`config.mk`:
```
export PLATFORM = sky130hd
export DESIGN_NAME = carry_select_adder
export DESIGN_NICKNAME = d
export VERILOG_FILES = /design/src/rtl/carry_select_adder_pkg.sv /design/src/rtl/rca_block.sv /design/src/rtl/carry_select_adder.sv
export SDC_FILE = /design/constraint.sdc
export NUM_CORES = 1
export LEC_CHECK = 0
export ABC_AREA = 1
export CORE_AREA = 5 5 42 44
export CTS_CLUSTER_DIAMETER = 100
export CTS_CLUSTER_SIZE = 30
export DETAILED_ROUTE_END_ITERATION = 8
export DIE_AREA = 0 0 47 49
export REMOVE_ABC_BUFFERS = 1
export SETUP_SLACK_MARGIN = 0.4
export SLEW_MARGIN = 20
export SYNTH_ARGS = -nofsm -noshare
export SYNTH_HDL_FRONTEND = slang
export SYNTH_SLANG_ARGS = --single-unit
```
`constraint.sdc`:
```
create_clock -name clk -period 3.4 [get_ports clk]
set_input_delay 0.68 -clock clk [delete_from_list [all_inputs] [get_ports clk]]
set_output_delay 0.68 -clock clk [all_outputs]
set_load 0.01 [all_outputs]
```
`src/rtl/carry_select_adder_pkg.sv`:
```
// Shared helpers for the carry-select adder: block count and block bit ranges.
package carry_select_adder_pkg;

  function automatic int csa_num_blocks(input int width, input int block);
    return (width + block - 1) / block;
  endfunction

  // The last block is truncated when WIDTH is not a multiple of BLOCK.
  function automatic int csa_block_hi(input int k, input int width, input int block);
    return ((k + 1) * block < width) ? (k + 1) * block - 1 : width - 1;
  endfunction

endpackage

```
`src/rtl/rca_block.sv`:
```
// N-bit combinational ripple-carry adder, the building block of each select block.
module rca_block #(
  parameter int N = 1
) (
  input  logic [N-1:0] a,
  input  logic [N-1:0] b,
  input  logic         cin,
  output logic [N-1:0] sum,
  output logic         cout
);

  always_comb begin
    logic [N:0] c;
    c    = '0;
    sum  = '0;
    c[0] = cin;
    for (int i = 0; i < N; i++) begin
      sum[i]   = a[i] ^ b[i] ^ c[i];
      c[i + 1] = (a[i] & b[i]) | (c[i] & (a[i] ^ b[i]));
    end
    cout = c[N];
  end

endmodule

```
`src/rtl/carry_select_adder.sv`:
```
// Carry-select adder with a single output register: {cout,sum} = a + b + cin, 1-cycle latency.
module carry_select_adder
  import carry_select_adder_pkg::*;
#(
  parameter int WIDTH = 4,
  parameter int BLOCK = 2
) (
  input  logic             clk,
  input  logic             rst,
  input  logic             in_valid,
  input  logic [WIDTH-1:0] a,
  input  logic [WIDTH-1:0] b,
  input  logic             cin,
  output logic             out_valid,
  output logic [WIDTH-1:0] sum,
  output logic             cout
);

  localparam int NB = csa_num_blocks(WIDTH, BLOCK);

  if (WIDTH < 1 || BLOCK < 1 || BLOCK > WIDTH) begin : g_param_check
    $error("carry_select_adder: illegal WIDTH=%0d BLOCK=%0d", WIDTH, BLOCK);
  end

  logic [WIDTH-1:0] sum_c;
  logic             cout_c;

  for (genvar k = 0; k < NB; k++) begin : g_blk
    localparam int LO = k * BLOCK;
    localparam int HI = csa_block_hi(k, WIDTH, BLOCK);
    localparam int N  = HI - LO + 1;

    logic blk_cout;

    if (k == 0) begin : g_first
      rca_block #(.N(N)) u_rca (
        .a    (a[HI:LO]),
        .b    (b[HI:LO]),
        .cin  (cin),
        .sum  (sum_c[HI:LO]),
        .cout (blk_cout)
      );
    end else begin : g_select
      logic [N-1:0] sum0, sum1;
      logic         cout0, cout1;

      rca_block #(.N(N)) u_rca0 (
        .a    (a[HI:LO]),
        .b    (b[HI:LO]),
        .cin  (1'b0),
        .sum  (sum0),
        .cout (cout0)
      );
      rca_block #(.N(N)) u_rca1 (
        .a    (a[HI:LO]),
        .b    (b[HI:LO]),
        .cin  (1'b1),
        .sum  (sum1),
        .cout (cout1)
      );

      // Real carry from the previous block picks the speculative result.
      assign sum_c[HI:LO] = g_blk[k-1].blk_cout ? sum1  : sum0;
      assign blk_cout     = g_blk[k-1].blk_cout ? cout1 : cout0;
    end
  end

  assign cout_c = g_blk[NB-1].blk_cout;

  logic             valid_q, valid_d;
  logic [WIDTH-1:0] sum_q, sum_d;
  logic             cout_q, cout_d;

  always_comb begin
    valid_d = in_valid;
    sum_d   = sum_q;
    cout_d  = cout_q;
    if (in_valid) begin
      sum_d  = sum_c;
      cout_d = cout_c;
    end
  end

  always_ff @(posedge clk) begin
    if (rst) begin
      valid_q <= 1'b0;
      sum_q   <= '0;
      cout_q  <= 1'b0;
    end else begin
      valid_q <= valid_d;
      sum_q   <= sum_d;
      cout_q  <= cout_d;
    end
  end

  assign out_valid = valid_q;
  assign sum       = sum_q;
  assign cout      = cout_q;

endmodule

```
==> out/results.txt <==
Area leader, netlist - dfxtp_1
Post-Syn Area per Cell - 8.34 um2
DRT Wirelength - 668 um
# setup viols final - 0
Critical path arrival - 2.63 ns
Die footprint - 2300 um2
Final ANT Viol Nets - 0
I/O pin count - 18
Post-synthesis cell area - 350 um2
CP Class - primary input to flop
Total gr overflow - 0
CP Data Required Time - 3.57 ns
Yosys reg bits - 6
Area Growth Syn to Fin - 57.5%
Post-Layout Cell Count - 77
Skew-Pair Late Insertion Delay - 0.24 ns
Register area share after synthesis - 34.3%
PnR worst setup slack - 0.938 ns
Top post-synthesis cells by area - dfxtp_1 (34%), fa_1 (17%), inv_1 (12%), ha_1 (7.1%), nand2_1 (6.4%)
Setup WS pre-CTS - 0.671 ns
Via density - 3.97
Drt first pass iters - 2
FP Rows - 14
Initial core utilization - 25.0%
Fmax - 406 MHz
VDD IR max - 0.172 mV
Worst-path clk slew - 0.04 ns
HP Class - flop to flop
CTS Hold Bufs - 0
Initial DRC count - 2
Diodes inserted - 0
RSZ-0062 raised after global routing - no
Leak pwr - 0.269 nW
Setup TNS Final - 0 ns
Syn Inst Count - 42
Max_slew headroom - 75.0%
GRT Util Overall - 7.08%
Least-Margin Pin Slew - 0.373 ns
Initial antenna violation count - 0
Final slew viol count - 0
TritonCTS clock tree - built
Proportion of netlist area held by the largest area contributor - 34.3%
Power per Cell Area - 355 nW/um2
Library cells used by synthesis - 13
CTS H-tree lvls - 1
Startpoint Class - primary input
Vias in the first global route - 280
DRC viols - 0
Syn. warnings - 0
Fillers - 162
Max-capacitance violation count - 0
Status - finished, final reports clean
First-pass GRT wire length - 1130 um
IO Port Bufs - 17
Postcts setup bufs - 0
Global placer's final weighted congestion - 0.671
Vias post-DR - 306
Total power - 0.196 mW
Pin count of the biggest net entering global routing - 11
Die Wd - 47 um
DP HPWL - 576 um
Clock Sinks - 6
Tmin final - 2.46 ns
Nets - 80
Clock Tree Buf Depth - 2
Worst hold margin - 0.462 ns
Hold Fails Final Rpt - 0
Share of post-route cells with drive strength above 1 - 8.20%
Crit end category - flop
Total core area - 1400 um2
WL/cell - 8.68 um
# resized after CTS - 0
Die H - 49 um
CTS root buf - clkbuf_4
CP Max Fanout - 4
CTS buffer count - 3
Clock Skews - 0 ns
Placed cells - 74
Final worst-path cycle share - 72.4%
layer usage:
metal | vias to the layer above | share of wire (%) | track usage, %
met5 | - | 0 | 0
met4 | 0 | 0 | 2.76
met3 | 0 | 12 | 5.90
met2 | 13 | 47 | 10.2
met1 | 130 | 41 | 7.37
li1 | 163 | - | -
registers in the layout, summed over array words and instances, names as in the netlist:
name	count
sum	4
out_valid	1
cout	1
cell families after synthesis:
logic type | count (synthesis) | synth area share (%)
compound gates | 8 | 13.6
buf+inv | 13 | 16.1
fa+ha+maj | 5 | 24.3
flops | 6 | 34.3
simple gates | 10 | 11.8
final timing paths:
path	startpoint	endpoint	slack, ns	cells after the start
hold / removal	sum[1]	sum[1]	0.46	2
hold reg to reg	sum[1]	sum[1]	0.46	2
setup reg to reg	sum[2]	sum[2]	2.76	4
setup / recovery	a[0]	sum[3]	0.94	9
cells in the mapped netlist:
| cell type | instances |
|---|---|
| buf_6 | 1 |
| nor2_2 | 1 |
| fa_1 | 3 |
| ha_1 | 2 |
| nor2_1 | 2 |
| dfxtp_1 | 6 |
| o21ai_0 | 1 |
| o21bai_1 | 3 |
| a21oi_1 | 4 |
| nand2_1 | 6 |
| inv_2 | 1 |
| nand3_1 | 1 |
| inv_1 | 11 |
placed cells by master, fill, tap and decap left out:
cell type and instances:
a21oi_1 4, clkdlybuf4s50_1 17, nor2_1 2, o21bai_1 3, dfxtp_1 6, o21ai_0 1
clkbuf_4 3, fa_1 3, inv_1 11, ha_1 2, nand2_1 6, inv_2 1
nor2_2 1, nand3_1 1
cell type report:
| type | instances | area (um2) | area share, % |
|---|---|---|---|
| Timing Repair Buffer | 17 | 170 | 30.8 |
| Sequential cell | 6 | 120 | 21.8 |
| Tap cell | 16 | 20.0 | 3.63 |
| Inverter | 12 | 45.0 | 8.16 |
| Multi-Input combinational cell | 23 | 174 | 31.5 |
| Clock buffer | 3 | 22.5 | 4.08 |
per-stage QoR:
stage / util (%) / instance area [um2]
2_1_floorplan: - / 339
3_3_place_gp: 37.8 / 529
3_5_place_dp: 37.8 / 529
4_1_cts: 39.4 / 552
5_1_grt: 39.4 / 552
6_report: 39.4 / 552
power breakdown:
| part | switching, mW | total, mW | internal (mW) |
|---|---|---|---|
| clock network | 0.0245 | 0.0643 | 0.0398 |
| logic | 0.0211 | 0.0522 | 0.0310 |
| registers | 0.00300 | 0.0796 | 0.0766 |
| total | 0.0486 | 0.196 | 0.147 |
worst max-delay path, cell delays in order:
cell and delay [ns]:
clkdlybuf4s50_1 0.46, inv_1 0.06, fa_1 0.41, inv_1 0.07, fa_1 0.21, nand2_1 0.06, o21ai_0 0.09, fa_1 0.44
a21oi_1 0.15
Note: power is estimated with default switching activity, not from simulation.
